<file path="config.mk">
export PLATFORM = sky130hd
export DESIGN_NAME = mem_stage_unit
export DESIGN_NICKNAME = d
export VERILOG_FILES = /design/src/rtl/mem_stage_unit.sv
export SDC_FILE = /design/constraint.sdc
export NUM_CORES = 1
export LEC_CHECK = 0
export CORE_ASPECT_RATIO = 0.7
export CORE_MARGIN = 8
export CORE_UTILIZATION = 49
export DETAILED_ROUTE_END_ITERATION = 16
export HOLD_SLACK_MARGIN = 0.1
export MAX_ROUTING_LAYER = met4
export PLACE_DENSITY = 0.88
export SKIP_CTS_REPAIR_TIMING = 1
export SLEW_MARGIN = 40
export SYNTH_ARGS = -nofsm -noshare
export SYNTH_HDL_FRONTEND = slang
export SYNTH_SLANG_ARGS = --single-unit
</file>
<file path="constraint.sdc">
create_clock -name clk -period 5.4 [get_ports clk]
set_input_delay 0.81 -clock clk [delete_from_list [all_inputs] [get_ports clk]]
set_output_delay 0.81 -clock clk [all_outputs]
set_load 0.02 [all_outputs]
</file>
<file path="src/rtl/mem_stage_unit.sv">
// rtl/mem_stage_unit.sv - memory-stage load/store unit with a valid/ready cache handshake
// Optional alignment trap enabled by defining MEM_MISALIGN_TRAP_EN.
module mem_stage_unit #(
  parameter int XLEN   = 64,
  parameter int ADDR_W = 64
) (
  input  logic                clk,
  input  logic                reset,
  input  logic                req_valid,
  output logic                req_ready,
  input  logic                req_load,
  input  logic                req_store,
  input  logic [2:0]          req_size,
  input  logic [ADDR_W-1:0]   req_addr,
  input  logic [XLEN-1:0]     req_wdata,
  output logic                cache_req_valid,
  input  logic                cache_req_ready,
  output logic                cache_we,
  output logic [ADDR_W-1:0]   cache_addr,
  output logic [XLEN-1:0]     cache_wdata,
  output logic [XLEN/8-1:0]   cache_wstrb,
  input  logic                cache_resp_valid,
  input  logic [XLEN-1:0]     cache_resp_rdata,
  output logic                wb_valid,
  input  logic                wb_ready,
  output logic [XLEN-1:0]     wb_data,
  output logic                wb_misaligned
);
  localparam int LANE_W = $clog2(XLEN/8);
  localparam int STRB_W = XLEN/8;

  typedef enum logic [1:0] {S_IDLE, S_REQ, S_WAIT, S_DONE} state_t;

  state_t              state_q, state_d;
  logic                we_q, we_d;
  logic [2:0]          size_q, size_d;
  logic [LANE_W-1:0]   off_q, off_d;
  logic [ADDR_W-1:0]   addr_q, addr_d;
  logic [XLEN-1:0]     wdata_q, wdata_d;
  logic [STRB_W-1:0]   wstrb_q, wstrb_d;
  logic [XLEN-1:0]     wb_data_q, wb_data_d;
  logic                mis_q, mis_d;

  logic                oversize;
  logic                misalign;
  logic [STRB_W-1:0]   strb_base;
  logic [XLEN-1:0]     rd_shifted, rd_mask, rd_top, rd_ext;
  logic                rd_sign;

  assign oversize = int'(req_size[1:0]) > LANE_W;

`ifdef MEM_MISALIGN_TRAP_EN
  always_comb begin
    misalign = 1'b0;
    case (req_size[1:0])
      2'd0:    misalign = 1'b0;
      2'd1:    misalign = req_addr[0];
      2'd2:    misalign = |req_addr[1:0];
      default: misalign = |req_addr[2:0];
    endcase
  end
`else
  assign misalign = 1'b0;
`endif

  always_comb begin
    strb_base = '0;
    case (req_size[1:0])
      2'd0:    strb_base = STRB_W'(8'h01);
      2'd1:    strb_base = STRB_W'(8'h03);
      2'd2:    strb_base = STRB_W'(8'h0F);
      default: strb_base = STRB_W'(8'hFF);
    endcase
  end

  // Load extraction: the mask's top bit locates the sign bit for any width.
  always_comb begin
    rd_shifted = cache_resp_rdata >> {off_q, 3'b000};
    rd_mask    = '1;
    case (size_q[1:0])
      2'd0:    rd_mask = XLEN'(8'hFF);
      2'd1:    rd_mask = XLEN'(16'hFFFF);
      2'd2:    rd_mask = XLEN'(32'hFFFF_FFFF);
      default: rd_mask = '1;
    endcase
    rd_top  = rd_mask & ~(rd_mask >> 1);
    rd_sign = |(rd_shifted & rd_top);
    rd_ext  = (rd_shifted & rd_mask) | ({XLEN{rd_sign & ~size_q[2]}} & ~rd_mask);
  end

  always_comb begin
    state_d   = state_q;
    we_d      = we_q;
    size_d    = size_q;
    off_d     = off_q;
    addr_d    = addr_q;
    wdata_d   = wdata_q;
    wstrb_d   = wstrb_q;
    wb_data_d = wb_data_q;
    mis_d     = mis_q;
    case (state_q)
      S_IDLE: begin
        if (req_valid) begin
          we_d      = req_store & ~req_load;
          size_d    = req_size;
          off_d     = req_addr[LANE_W-1:0];
          addr_d    = {req_addr[ADDR_W-1:LANE_W], {LANE_W{1'b0}}};
          wdata_d   = req_wdata << {req_addr[LANE_W-1:0], 3'b000};
          wstrb_d   = strb_base << req_addr[LANE_W-1:0];
          wb_data_d = '0;
          mis_d     = 1'b0;
          if (!(req_load || req_store)) begin
            state_d = S_DONE;
          end else if (oversize || misalign) begin
            mis_d   = 1'b1;
            state_d = S_DONE;
          end else begin
            state_d = S_REQ;
          end
        end
      end
      S_REQ: begin
        if (cache_req_ready) state_d = S_WAIT;
      end
      S_WAIT: begin
        if (cache_resp_valid) begin
          wb_data_d = we_q ? '0 : rd_ext;
          state_d   = S_DONE;
        end
      end
      S_DONE: begin
        if (wb_ready) state_d = S_IDLE;
      end
      default: state_d = S_IDLE;
    endcase
  end

  always_ff @(posedge clk or negedge reset) begin
    if (!reset) begin
      state_q   <= S_IDLE;
      we_q      <= 1'b0;
      size_q    <= '0;
      off_q     <= '0;
      addr_q    <= '0;
      wdata_q   <= '0;
      wstrb_q   <= '0;
      wb_data_q <= '0;
      mis_q     <= 1'b0;
    end else begin
      state_q   <= state_d;
      we_q      <= we_d;
      size_q    <= size_d;
      off_q     <= off_d;
      addr_q    <= addr_d;
      wdata_q   <= wdata_d;
      wstrb_q   <= wstrb_d;
      wb_data_q <= wb_data_d;
      mis_q     <= mis_d;
    end
  end

  // Request fields are only meaningful while cache_req_valid is high.
  assign req_ready       = (state_q == S_IDLE);
  assign cache_req_valid = (state_q == S_REQ);
  assign wb_valid        = (state_q == S_DONE);
  assign cache_we        = we_q;
  assign cache_addr      = addr_q;
  assign cache_wdata     = wdata_q;
  assign cache_wstrb     = wstrb_q;
  assign wb_data         = wb_data_q;
  assign wb_misaligned   = mis_q;
endmodule

</file>
# Yosys cells after proc, flatten, opt, wreduce, memory -nomap -nowiden
# Index checks and enable logic that the tools add are counted.
totals:
  regBits: 206
  in_bits: 203
  out_inout_bits: 205
  elab_cells: 54
op_classes:
  n_eq_ne: 11
  shift: 3
  n_mux: 12
  bitwise_logic: 11
  n_reduce_logical: 9
op_table:
  columns: ["cell", "count"]
  rows:
  - ["64-bit bitwise AND", 4]
  - ["64-bit two-way mux", 3]
  - ["64-bit one-hot mux with 3 select lines", 1]
  - ["64-bit one-hot mux with 2 select lines", 1]
  - ["63-bit NOT with 64-bit output", 1]
  - ["64-bit NOT", 1]
  - ["64-bit bitwise OR", 1]
  - ["64-bit OR reduction", 1]
  - ["64-bit by 6-bit << shifter with 64-bit output", 1]
  - ["64-bit by 6-bit >> shifter with 64-bit output", 1]
  - ["8-bit one-hot mux with 3 select lines", 1]
  - ["2-bit two-way mux", 5]
  - ["2-bit equality test, second input constant", 4]
  - ["2-bit one-hot mux with 4 select lines", 1]
  - ["8-bit by 3-bit << shifter with 8-bit output", 1]
  - ["2-bit by 1-bit equality test with 1-bit output, second input constant", 3]
  - ["2-bit logical NOT", 3]
  - ["2-bit by 1-bit inequality test with 1-bit output, second input constant", 2]
  - ["2-bit inequality test, second input constant", 2]
  - ["4-bit AND reduction", 1]
  - ["3-bit AND reduction", 1]
  - ["1-bit bitwise AND", 2]
  - ["1-bit NOT", 2]
  - ["2-bit AND reduction", 1]
  - ["2 further kinds", 2]

# Longest topological paths before layout
# Gate-level depths: netlist of run 1.
depth:
  ltp_word: 12
  mapped_depth: 9
  depth_no_buf: 7

# Worst setup path after synthesis of run 1
# No wires, ideal clock.
synth_path:
  path_kind: "input-to-reg"
  start: "input port req_valid"
  end: "register wb_data_q[61] (netlist: wb_data[61])"
  setup_ps: 66
  t_arrival_ps: 2337
  required_time_ps: 5334
  path_slack_ps: 2997
  cell_stages: 8
  n_path_buf: 3
  cell_sequence: "buf_4 nor2b_1 or3_1 buf_2 nor4_4 nor2b_1 buf_2 a221o_1"
synth_between:
  elab_chain_len: 2
synth_lines:
  columns: ["item", "line", "rtl"]
  rows:
  - ["from (decl)", "9", "input logic req_valid,"]
  - ["2-bit inequality test (no source line)", null, null]
  - ["3-bit AND reduction (no source line)", null, null]
  - ["to (signal assigned)", "157", "wb_data_q <= wb_data_d;"]
  - ["to (decl)", "41", "logic [XLEN-1:0] wb_data_q, wb_data_d;"]
# Every way passes these cells.
# A chain may end at the register's enable or synchronous reset.

# Worst setup path after layout of run 1
layout_path:
  start: "input port req_valid"
  end: "register wb_data_q[59] (netlist: wb_data[59])"
# The elaborated chain is that of the path after synthesis.

==> impl_metrics.ini, run 1 <==
[cts]
insertion_delay_ps = 510
cts_root_buf = clkbuf_16
path_clk_slew_ps = 60
cts_buffers = 22
cts_tree = yes
cts_max_level = 1
clk_path_buf_depth = 3
cts.sinks = 206

[sta]
slew_headroom_pct = 42.60
hold_viol_final = 0
setup_tns_ps = 0
finalCritPeriodShare_pct = 59.32
timing.fmax_mhz = 312.2
setup_violations = 0
fin_crit_ps = 3203
worst_slack_ps = 2197
fin_hold_ws_ps = 261.9
rsz0062_at_grt = false
tightestPinTransition_ps = 857.8
finalMaxSlewViolations = 0
skew_ps = 15.01

[layout]
n_fill_cell = 1478
utilization_pct = 73.11
seqCellArea_sq_um = 5157
layout_commonest_cell = clkdlybuf4s50_1
nets = 1492
final_cells = 1586
multi_input_area_sq_um = 5378
layout-area-overhead-vs-synth_pct = 45.74
layout-drive-gt1-share_pct = 16.22
final_cell_mix = 400 x clkdlybuf4s50_1, 204 x dfrtp_1, 88 x mux2_2, 88 x nand2_1, 65 x mux2i_1

[drt]
drc_errors = 0
final_antenna_net_count = 0
via_per_inst = 6.295
dr.first_iter.drc_count = 1186
routed_wirelength_um = 41580
via_count = 9984
wire_per_inst_um = 26.21
firstDrtPassIters = 5

[critical_path]
worstPathArrival_ps = 3640
end_kind = register
slowest_stage = or3_1
critPathBufInv = 2
worstSetupPathType = in -> reg
cp_max_fo = 17
r2r-start = state_q[0]
worstPathRequired_ps = 5840
cp_top_family = simple AND/OR/NAND/NOR gates
crit_top_cell = nor2b_1
max_stage_delay_ps = 590
start_kind = input pin
worstSetupStartpoint = req_valid
crit_chain = clkdlybuf4s50_1 > buf_4 > nor2b_1 > or3_1 > nor4_4 > nor2b_1 > a221o_1

[placement]
io_buffers = 403
dp_hpwl_um = 30680
dp.cells = 1542
place_ws_ps = 1763
gp_congestion = 0.9786

[global_route]
grt_max_degree = 119
antenna_found_initial = 3
track_usage_pct = 30.11
grt_pass1_vias = 10099
gr-total-overflow = 0
grt_pass1_wl_um = 62650

[run]
cap_violations = 0

[synth]
synth_flop_cell = dfrtp_1
seq_area_frac_synth_pct = 47.16
synth_edf_count = 0
syn_area_per_cell_sq_um = 11.82
synthArstFlopShare_pct = 100.0
synthDistinctLibCells = 52
netlist_area_sq_um = 10930
synth_top_area_share_pct = 47.16
synth_top_area_cell = dfrtp_1
syn_inst = 925
ys_warn_count = 0
synth-seq-cells = 206
synth_top_cells_by_area = dfrtp_1 47%, mux4_2 9.9%, mux2_2 9.1%

[pwr]
p_leak_nw = 6.727
power-per-cell-area_nw_per_um2 = 575.8
peakVddDrop_v = 0.0003935

[floorplanning]
initial_utilization_pct = 50.16
io-pin-count = 408
core_sq_um = 21790
die-height_um = 141.0
fp-row-count = 45
die-area_sq_um = 27420
dieWidth_um = 194.5

[min_path]
hold_path.class = in -> async

[outcome]
status = completed
[flip-flops by register name (all words and copies together), names as in the netlist]
| signal | flops |
|---|---|
| state_q | 2 |
| cache_we | 1 |
| cache_addr | 61 |
| cache_wstrb | 8 |
| wb_data | 64 |
| size_q | 3 |
| cache_wdata | 64 |
| off_q | 3 |
[synthesized netlist by cell type, drive strengths merged, types with 2 or more instances]
master / n
a211o: 9
a211oi: 3
a21oi: 42
a221o: 46
a221oi: 15
a22o: 27
a22oi: 3
buf: 38
clkbuf: 47
dfrtp: 206
ha: 4
inv: 16
mux2: 92
mux2i: 65
mux4: 48
nand2: 89
nand2b: 5
nand3b: 2
nor2: 43
nor2b: 6
nor3: 5
nor3b: 3
nor4: 4
o21ai: 70
o221ai: 7
o22ai: 9
o2bb2ai: 6
o31ai: 2
or3: 2
[cells by family after synthesis]
kind of cell | after synthesis | share of synthesized area [%]
compound gates | 245 | 16.20
flops | 206 | 47.16
mux | 205 | 25.39
simple gates | 163 | 6.593
buf+inv | 101 | 4.167
fa+ha+maj | 4 | 0.4579
other cells | 1 | 0.03431
[cell type report]
type / instances / area share [%]
Clock inverter: 13 / 1.249
Timing Repair Buffer: 418 / 26.15
Clock buffer: 27 / 3.833
Sequential cell: 206 / 32.38
Multi-Input combinational cell: 621 / 33.76
Inverter: 16 / 0.3770
Antenna cell: 3 / 0.04713
Tap cell: 282 / 2.215
[worst paths after layout]
| check | cells past startpoint | end | slack, ps |
|---|---|---|---|
| worst max-delay path | 7 | wb_data[59] | 2200 |
| worst min-delay path | 1 | cache_addr[15] | 260 |
| worst min register to register | 2 | cache_wstrb[1] | 480 |
| max in group asynchronous | 2 | cache_wdata[23] | 3980 |
| worst max register to register | 7 | wb_data[59] | 2440 |
| min in group clk | 2 | cache_wstrb[1] | 480 |
[report_power, final]
| part | total (mW) | internal (mW) | leakage (nW) | switching (mW) |
|---|---|---|---|---|
| sequential | 2.65 | 2.20 | 2.62 | 0.445 |
| clock | 1.70 | 1.05 | 0.395 | 0.650 |
| combinational | 4.83 | 2.22 | 3.72 | 2.61 |
| total | 9.17 | 5.47 | 6.73 | 3.70 |
[per-stage QoR]
stage	cell area (sq um)	power [mW]
after floorplan	10940	5.267
after global placement	15060	7.323
after detailed placement	15090	7.437
after CTS	15900	9.172
after global routing	15930	9.581
final	15930	9.172
[worst reg2reg max path: stages, from the launching register on]
cell	delay [ps]
dfrtp_1	380
inv_1	90
ha_1	260
nor2b_1	190
or3_1	590
nor4_4	570
nor2b_1	550
a221o_1	250
[layer usage]
| layer | up-vias | part of all wire [%] | track usage (%) |
|---|---|---|---|
| li1 | 4230 | - | - |
| met1 | 4967 | 37 | 35.83 |
| met2 | 686 | 47 | 47.77 |
| met3 | 101 | 12 | 9.819 |
| met4 | 0 | 4.0 | 10.98 |
| met5 | - | 0 | - |
No activity file was read; power rests on OpenSTA's default activity.
==> inputs of run 2 (changes only) <==
- CORE_UTILIZATION: 49 -> 45
- PLACE_DENSITY: 0.88 -> 0.82
- clock period: 5.4 -> 3.3 ns (I/O delays scaled with it)
==> run 2 against run 1 <==
Net effect:
- first-iteration DRC count shrank 22%
- worst setup slack lost 1600 ps
- register-to-register slack lost 1800 ps
- global-route usage shrank 2.0 points
- flip-flop and latch count is the same
- clock power grew 66%
- wire length grew 1.4%
- die area grew 8.0%
- non-clock buffer count grew 10
- power grew 65%
- cell count grew 3.0%
==> impl_metrics.ini, run 2 (same netlist as run 1, synthesis figures left out) <==
[layout]
layout-area-overhead-vs-synth_pct = 47.29
utilization_pct = 67.76
layout_commonest_cell = clkdlybuf4s50_1
nets = 1502
final_cell_mix = 400 x clkdlybuf4s50_1, 204 x dfrtp_1, 88 x mux2_2, 88 x nand2_1, 65 x mux2i_1
layout-drive-gt1-share_pct = 16.63

[drt]
final_antenna_net_count = 0
via_count = 9777
via_per_inst = 5.987
dr.first_iter.drc_count = 924
wire_per_inst_um = 25.81
drc_errors = 0
firstDrtPassIters = 5
routed_wirelength_um = 42150

[sta]
setup_tns_ps = 0
timing.fmax_mhz = 375.8
skew_ps = 19.20
finalMaxSlewViolations = 0
rsz0062_at_grt = false
setup_violations = 0
slew_headroom_pct = 45.11
fin_crit_ps = 2661
hold_viol_final = 0
finalCritPeriodShare_pct = 80.64
tightestPinTransition_ps = 823.4

[min_path]
min_to = cache_wstrb[7]
min-delay-start = cache_wstrb[7]
whs_path_depth = 2
hold_path.class = reg -> reg

[floorplanning]
die-height_um = 146.4
io-pin-count = 408
initial_utilization_pct = 46.01
fp-row-count = 47
core_sq_um = 23760
dieWidth_um = 202.3
die-area_sq_um = 29610

[outcome]
status = completed

[critical_path]
crit_chain = inv_1 > ha_1 > buf_4 > clkdlybuf4s50_1
start_kind = register
cp_top_family = buffers and inverters
worstPathArrival_ps = 2170
slowest_stage = clkdlybuf4s50_1
max_stage_delay_ps = 680
critPathBufInv = 3
r2r-start = state_q[0]
reg2reg_slack_ps = 650
ff2ff_path_depth = 7
reg2reg_to = wb_data[57]
worstSetupPathType = reg -> out
end_kind = output pin
worstPathRequired_ps = 2800
cp_max_fo = 20

[placement]
gp_congestion = 0.9884
dp_hpwl_um = 31550
io_buffers = 403

[global_route]
grt_pass1_wl_um = 63570
antenna_found_initial = 4
grt_max_degree = 73
grt_pass1_vias = 9934
gr-total-overflow = 0
track_usage_pct = 28.14

[pwr]
p_leak_nw = 6.802
power-per-cell-area_nw_per_um2 = 938.9
peakVddDrop_v = 0.0006165

[cts]
path_clk_slew_ps = 70
cts_tree = yes
cts_max_level = 1
cts_buffers = 22
insertion_delay_ps = 510
cts.sinks = 206
clk_path_buf_depth = 3
cts_root_buf = clkbuf_16

[run]
cap_violations = 0
## run 2: cell count changes in the layout (fill, tap and decap cells not counted), moves of 2 or more
cell,delta
clkbuf_8,+3
buf_4,+4
buf_12,+5
clkinv_2,-2
## run 2: area by class of cell
| type | count | area (sq um) |
|---|---|---|
| Antenna cell | 4 | 10.01 |
| Multi-Input combinational cell | 621 | 5358 |
| Fill cell | 1775 | 7659 |
| Tap cell | 318 | 397.9 |
| Inverter | 16 | 60.06 |
| Timing Repair Buffer | 428 | 4294 |
| Sequential cell | 206 | 5157 |
| Clock inverter | 10 | 180.2 |
| Clock buffer | 30 | 641.9 |
## run 2: power by group
part           internal [mW]  switching, mW  total, mW
clock                   1.75           1.06       2.82
sequential              3.60          0.772       4.37
combinational           3.70           4.23       7.93
total                   9.05           6.06       15.1
## run 2: per-layer routing
| layer | vias up | GRT usage, % | wire (um) |
|---|---|---|---|
| met5 | - | - | 0 |
| met4 | 0 | 6.329 | 943 |
| met3 | 63 | 9.615 | 4987 |
| met2 | 576 | 43.36 | 19680 |
| met1 | 4893 | 35.59 | 16540 |
| li1 | 4245 | - | - |
## run 2: worst max-delay path by stage
stage | to | from | cells past startpoint
detailed placement | wb_data[37] | cache_resp_rdata[63] | 7
floorplan | wb_data[61] | state_q[0] | 9
finish | req_ready | state_q[0] | 4
CTS | req_ready | state_q[0] | 4
global placement | wb_data[36] | cache_resp_rdata[63] | 6
global route | wb_data[57] | state_q[0] | 7
## run 2: through the flow
step	power, mW	setup WS [ps]	hold slack (ps)	instance area (sq um)	instances
6_report	15.12	639.0	483.8	16100	1633
5_1_grt	15.83	458.3	500.9	16100	1633
4_1_cts	15.16	631.4	10.05	16070	1628
3_5_place_dp	12.26	492.5	473.0	15250	1588
3_3_place_gp	12.14	463.3	459.2	15230	1587
2_1_floorplan	8.619	1003	199.4	10940	928
## run 2: worst reg2reg max path, delay by kind of cell, from the launching register on
| kind | cells | cell delay, ps |
|---|---|---|
| simple gates | 4 | 1540 |
| fa+ha+maj | 1 | 270 |
| compound gates | 1 | 270 |
| buf+inv | 1 | 110 |
| flops | 1 | 400 |
==> inputs of run 3 (changes only) <==
- clock period: 3.3 -> 2.5 ns (I/O delays scaled with it)
==> run 3 against run 2 <==
Net effect:
- flip-flop and latch count is the same
- clock skew shrank 7.1 ps
- non-clock buffer count is 22 higher
- die area unchanged
- critical path type unchanged
- worst hold slack got worse by 75 ps
- global-route usage is 0.19 points higher
- critical path depth down 1
- sequential power up 32%
==> impl_metrics.ini, run 3 (same netlist as run 1, synthesis figures left out) <==
[outcome]
status = completed

[cts]
cts.sinks = 206
cts_buffers = 23
insertion_delay_ps = 510
clk_path_buf_depth = 3
path_clk_slew_ps = 60
cts_max_level = 1
cts_tree = yes
cts_root_buf = clkbuf_16

[critical_path]
end_kind = output pin
worstSetupPathType = reg -> out
max_stage_delay_ps = 740
worstPathArrival_ps = 1950
cp_max_fo = 4
cp_top_family = buffers and inverters
start_kind = register
critPathBufInv = 2
crit_chain = inv_1 > ha_1 > clkdlybuf4s50_1
worstPathRequired_ps = 2120
slowest_stage = clkdlybuf4s50_1

[min_path]
hold_path.class = in -> async

[drt]
final_antenna_net_count = 0
dr.first_iter.drc_count = 863
wire_per_inst_um = 25.77
via_per_inst = 6.007
via_count = 9948
drc_errors = 0
routed_wirelength_um = 42680
firstDrtPassIters = 5

[sta]
fin_crit_ps = 2321
timing.fmax_mhz = 430.8
tightestPinTransition_ps = 650.0
rsz0062_at_grt = false
finalMaxSlewViolations = 0
hold_viol_final = 0
setup_violations = 0
skew_ps = 12.15
finalCritPeriodShare_pct = 92.86
slew_headroom_pct = 56.62

[placement]
place_area_sq_um = 15520
dp.cells = 1610
dp_hpwl_um = 32370
io_buffers = 403
gp_congestion = 0.9559

[global_route]
grt_pass1_wl_um = 64170
track_usage_pct = 28.33
antenna_found_initial = 5
grt_pass1_vias = 10382
gr-total-overflow = 0
grt_max_degree = 66

[layout]
design_area_sq_um = 16280
final_cells = 1656
layout-drive-gt1-share_pct = 17.94
layout-area-overhead-vs-synth_pct = 48.97
final_cell_mix = 399 x clkdlybuf4s50_1, 204 x dfrtp_1, 88 x mux2_2, 88 x nand2_1, 65 x mux2i_1
layout_commonest_cell = clkdlybuf4s50_1
nets = 1525
utilization_pct = 68.54

[pwr]
p_total_mw = 19.77
peakVddDrop_v = 0.0007915
p_leak_nw = 6.918
power-per-cell-area_nw_per_um2 = 1214

[run]
cap_violations = 0

[floorplanning]
die-height_um = 146.4
io-pin-count = 408
die-area_sq_um = 29610
fp-row-count = 47
initial_utilization_pct = 46.01
dieWidth_um = 202.3
core_sq_um = 23760
[run 3: metal layers]
metal	track usage, %	vias up	part of all wire (%)
li1	-	4311	-
met1	34.26	4996	39
met2	44.14	569	47
met3	11.10	72	12
met4	7.089	0	2.4
met5	-	-	0
[run 3: report_power, final]
group	leakage (nW)	total (mW)	switching, mW	internal (mW)
logic	3.94	10.7	5.67	5.04
clock network	0.358	3.31	1.39	1.92
registers	2.62	5.75	0.989	4.76
total	6.92	19.8	8.05	11.7
[run 3: layout make-up]
class,instances,area (sq um)
Timing Repair Buffer,450,4563
Inverter,16,60.06
Clock buffer,35,700.7
Tap cell,318,397.9
Multi-Input combinational cell,621,5366
Fill cell,1770,7475
Clock inverter,4,22.52
Sequential cell,206,5157
Antenna cell,6,15.01
[run 3: worst paths after layout]
kind	endpoint	cells past startpoint	slack [ps]	from
min in group clk	cache_addr[63]	2	470	req_addr[63]
max in group asynchronous	cache_addr[18]	3	1310	reset
max reg2reg	wb_data[33]	6	210	off_q[0]
max	cache_req_valid	3	180	state_q[1]
min reg2reg	cache_wdata[48]	2	480	cache_wdata[48]
min	cache_addr[11]	2	410	reset
[run 3: metrics by stage]
step	setup TNS (ps)	hold slack, ps	setup slack [ps]
floorplan	0	79.41	203.1
global placement	0	378.8	45.68
detailed placement	-23.44	386.7	-5.042
CTS	-52.78	-153.1	-52.78
global route	0	451.1	133.1
finish	0	408.4	178.6
==> RTL change 1: new RTL, flow settings as in run 2 <==
Add a define of `MEM_MISALIGN_TRAP_EN`.
--- a/src/rtl/mem_stage_unit.sv
+++ b/src/rtl/mem_stage_unit.sv
@@ -2,2 +2,4 @@
 // Optional alignment trap enabled by defining MEM_MISALIGN_TRAP_EN.
+`define MEM_MISALIGN_TRAP_EN
+
 module mem_stage_unit #(
Function: changed (Yosys sat finds a counterexample within 4 cycles, from zero or initial values and one cycle with reset low).
==> RTL change 1 against run 2 <==
  * Combinational power increased by 2.8%
  * Count of clock-buffer cells in the layout increased by 2
  * Setup slack got worse by 0.057 ns
  * Worst hold slack got worse by 0.0055 ns
  * Largest cell class unchanged
  * Sequential cell count increased by 1
  * Synthesized area increased by 1.5%
  * Critical path type unchanged
  * Power decreased by 0.14%
  * Cell area increased by 0.98%
  * Wire length increased by 0.30%
==> RTL change 1: results (changes against run 2) <==
| Metric | Value |
|---|---|
| Met1 Use GR | 0.376 (+0.0200) |
| Signal buf overhead | 0.268 (+0.00126) |
| M1 WL | 18200 um (+9.8%) |
| Setup slack at placement | 0.531 ns (+0.0389 ns) |
| Mux contribution to synthesized area | 0.232 (-0.0220) |
| Leakage | 7.15 nW (+5.1%) |
| Clk sink count | 207 (+0.49%) |
| Vias in the first global route | 10300 (+3.9%) |
| GR Layer Usage met2 | 0.397 (-0.0368) |
| Clock buffer count | 32 (+6.7%) |
| Cell Area, Placed | 15500 um2 (+1.7%) |
| End of the worst hold path | cache_wstrb[6] |
| Synthesized area per cell | 10.7 um2 (-9.2%) |
| Status | finished, final reports clean |
| Largest net degree at the start of global routing | 83 (+14%) |
| Wire length on met2 | 18400 um (-6.3%) |
| #MultiIn Comb | 711 (+14%) |
| Inverters | 30 (+14) |
| Share of cells above drive strength 1 | 0.149 (-0.0172) |
| DR iter-0 viols | 989 (+7.0%) |
| Multi-input combinational area share | 0.336 (+0.00301) |
| Met3 Usage GRT | 0.0859 (-0.0102) |
| Placed insts | 1708 (+7.6%) |
| Worst r2r src | off_q[0] |
| Dpl hpwl | 32800 um (+4.1%) |
| Metal3 WL | 4500 um (-9.9%) |
| Initial antenna violation count | 0 (-4) |
| Switching power | 6.27 mW (+3.4%) |
| Worst R2R Path Depth | 5 (-2) |
| Cells taking the most area after synthesis | dfrtp_1 47%, mux2_2 9.3%, mux2i_1 8.6% |
| Ant diodes | 0 (-4) |
| Worst R2R End | wb_data[4] |
| FF/Latch Area | 5180 um2 (+0.49%) |
| Worst Setup SP | state_q[1] |
| Routability congestion estimate | 0.952 (-3.7%) |
| Crit Path Max Fanout | 13 (-35%) |
| Combinational Power Share | 0.540 (+0.016) |
| Total Power | 15.1 mW (-0.14%) |
[RTL change 1: cell types whose count changed after synthesis, moves of 15 or more]
cell,delta
a21oi_1,-15
a221o_1,-29
a221oi_1,+24
inv_1,+16
mux2i_1,+30
mux4_2,-22
nand2_1,+56
o21ai_0,+56
o21ai_1,-16
[RTL change 1: through the flow]
stage | utilization | hold slack [ns]
global placement | 0.634 | 0.463
global route | 0.665 | 0.508
detailed placement | 0.634 | 0.464
CTS | 0.665 | -0.0139
floorplan | - | 0.199
finish | 0.665 | 0.478
[RTL change 1: logic make-up after synthesis]
logic type               Yosys count
AO/OA/AOI/OAI                    273
AND/OR/NAND/NOR                  218
multiplexers                     213
flip-flops                       207
buffers and inverters            118
adder cells (fa/ha/maj)            4
other                              1
[RTL change 1: critical path: stages (launching register included)]
cell	delay (ns)
dfrtp_1	0.41
inv_1	0.11
ha_1	0.49
clkdlybuf4s50_1	0.72
==> RTL change 2: new RTL, flow settings as in run 2 <==
Without the edit above. Make the reset (`reset`) synchronous in one clocked block.
--- a/src/rtl/mem_stage_unit.sv
+++ b/src/rtl/mem_stage_unit.sv
@@ -137,3 +137,3 @@
 
-  always_ff @(posedge clk or negedge reset) begin
+  always_ff @(posedge clk) begin
     if (!reset) begin
Formal check against the unedited RTL: differs if reset is asserted again (counterexample within 4 cycles, from zero or initial values and one cycle with reset low); with reset held inactive, the same outputs for 4 cycles.
==> RTL change 2 against run 2 <==
  * Synthesized area grew 2.1%
  * Critical endpoint unchanged
  * Highest routed layer unchanged
  * Utilization shrank 2.5 points
  * Setup slack gained 0.099 ns
  * Wire length grew 2.7%
  * Cell area shrank 0.74%
  * Sequential cell count is the same
Power is not compared: it rests on default switching activity, and its combinational part moved more than twofold at a synthesized area within 25%.
==> RTL change 2: results (changes against run 2) <==
| Metric | Value |
|---|---|
| Status | finished, final reports clean |
| Slew headroom | 0.440 (-0.0111) |
| Clk network pwr share | 0.274 |
| End of the worst hold path | cache_wstrb[4] |
| R2R Setup Slk | 0.79 ns (+0.14 ns) |
| CP endpoint | req_ready |
| Post-Synth Adder-Cell Area | 0.00448 (-0.0000955) |
| Hold Path Depth | 2 (unchanged) |
| Synth Area in Compound Gates | 0.238 (+0.0755) |
| Initial antenna violation count | 1 (-3) |
| Arr. time, crit path | 2.07 ns (-0.10 ns) |
| Worst R2R End | wb_data[35] |
| Routability congestion estimate | 1.02 (+3.1%) |
| DR iter-0 viols | 1066 (+15%) |
| Slowest-stage cell, CP | clkdlybuf4s50_1 |
| Yosys warns | 0 (unchanged) |
| H-tree levels | 1 (unchanged) |
| Clock Tree Buf Depth | 3 (unchanged) |
| WL/cell | 23.2 um (-10%) |
| Top cells by count, synth | 206 x dfxtp_1, 183 x nand2_1, 112 x mux2i_1, 71 x a21boi_0 |
| Critical Path Max Stage Delay | 0.74 ns (+0.06 ns) |
| Switching power | roughly 3.3 mW |
| Worst r2r src | size_q[1] |
| Register area share after synthesis | 0.369 (-0.102) |
| Hold path startpoint | reset |
| Reg clk slew, reported paths | 0.07 ns (about the same) |
| Clk_lat worst skew | ~0.50 ns |
| Nets | 1732 (+15%) |
| Via count | 10800 (+11%) |
| Worst Hold Class | in -> reg |
| Final Skew | 0.00918 ns (-0.0100 ns) |
| Share of cells above drive strength 1 | 0.101 (-0.0650) |
| Number of I/O port buffers | 403 (unchanged) |
| Distinct cells, synth | 61 (+17%) |
| Post-Synth XOR/XNOR Area | 0 (unchanged) |
| Mapped Cells | 1188 (+28%) |
| Crit Path Max Fanout | 7 (-65%) |
| CTS root buf | clkbuf_16 |
| Filler instances | 2004 (+13%) |
| Cells taking the most area after synthesis | dfxtp_1 37%, mux2i_1 10%, mux4_2 6.9% |
| Placed insts | 1826 (+15%) |
| Worst R2R Path Depth | 5 (-2) |
| Post-synth ARST share | 0 (-1.00) |
| Highest ir drop seen on vdd | about 0.00043 V |
| Mux contribution to synthesized area | 0.194 (-0.0597) |
| TritonCTS Buffers | 22 (unchanged) |
| Worst Setup SP | state_q[0] |
| Largest net degree at the start of global routing | 136 (+86%) |
| Combinational Power Share | 0.388 |
| Dpl hpwl | 32900 um (+4.1%) |
| Final std cells w/o fill | 1866 (+14%) |
| Router iterations before antenna repair | 7 (+2) |
| Tot GR Track Use | 0.278 (-0.00335) |
| Global-route wire length before repair | 64600 um (+1.7%) |
| Leakage | 5.90 nW |
RTL change 2: changes by cell type after synthesis, moves of 16 or more:
cell | run 2 | this run
dfrtp_1 | 206 | 0
dfxtp_1 | 0 | 206
nand2_1 | 89 | 183
a21boi_0 | 0 | 71
mux2_2 | 88 | 25
mux2i_1 | 65 | 112
a221o_1 | 46 | 0
nor2b_1 | 6 | 50
a22oi_1 | 3 | 24
o211a_1 | 0 | 21
a32o_1 | 0 | 16
o21ai_1 | 16 | 0
RTL change 2: worst max-delay path, delay by kind of cell (launching register included):
kind / cells / cell delay, ns
adder cells (fa/ha/maj): 1 / 0.38
buffers and inverters: 2 / 0.85
flip-flops: 1 / 0.34
RTL change 2: layer usage:
layer	part of all wire	GRT usage
met2	0.43	0.394
met1	0.45	0.388
met3	0.10	0.0706
met5	0	-
met4	0.025	0.0747
RTL change 2: final cells by class:
type                            instances  area share
Multi-Input combinational cell        857       0.403
Clock inverter                         10     0.00642
Antenna cell                            1    0.000157
Sequential cell                       206       0.258
Timing Repair Buffer                  427       0.265
Inverter                               11     0.00258
Tap cell                              325      0.0254
Clock buffer                           29      0.0387
RTL change 2: stage by stage:
stage / utilization / power (mW) / hold WS [ns] / cell area [um2] / setup WS [ns]
after floorplan: - / 5.16 / 0.486 / 11200 / 1.20
after global placement: 0.622 / 6.57 / 0.444 / 15300 / 0.487
after detailed placement: 0.623 / 6.62 / 0.448 / 15300 / 0.548
after CTS: 0.652 / 9.14 / 0.318 / 16000 / 0.727
after global routing: 0.652 / 9.54 / 0.339 / 16000 / 0.664
final: 0.652 / 9.11 / 0.344 / 16000 / 0.738
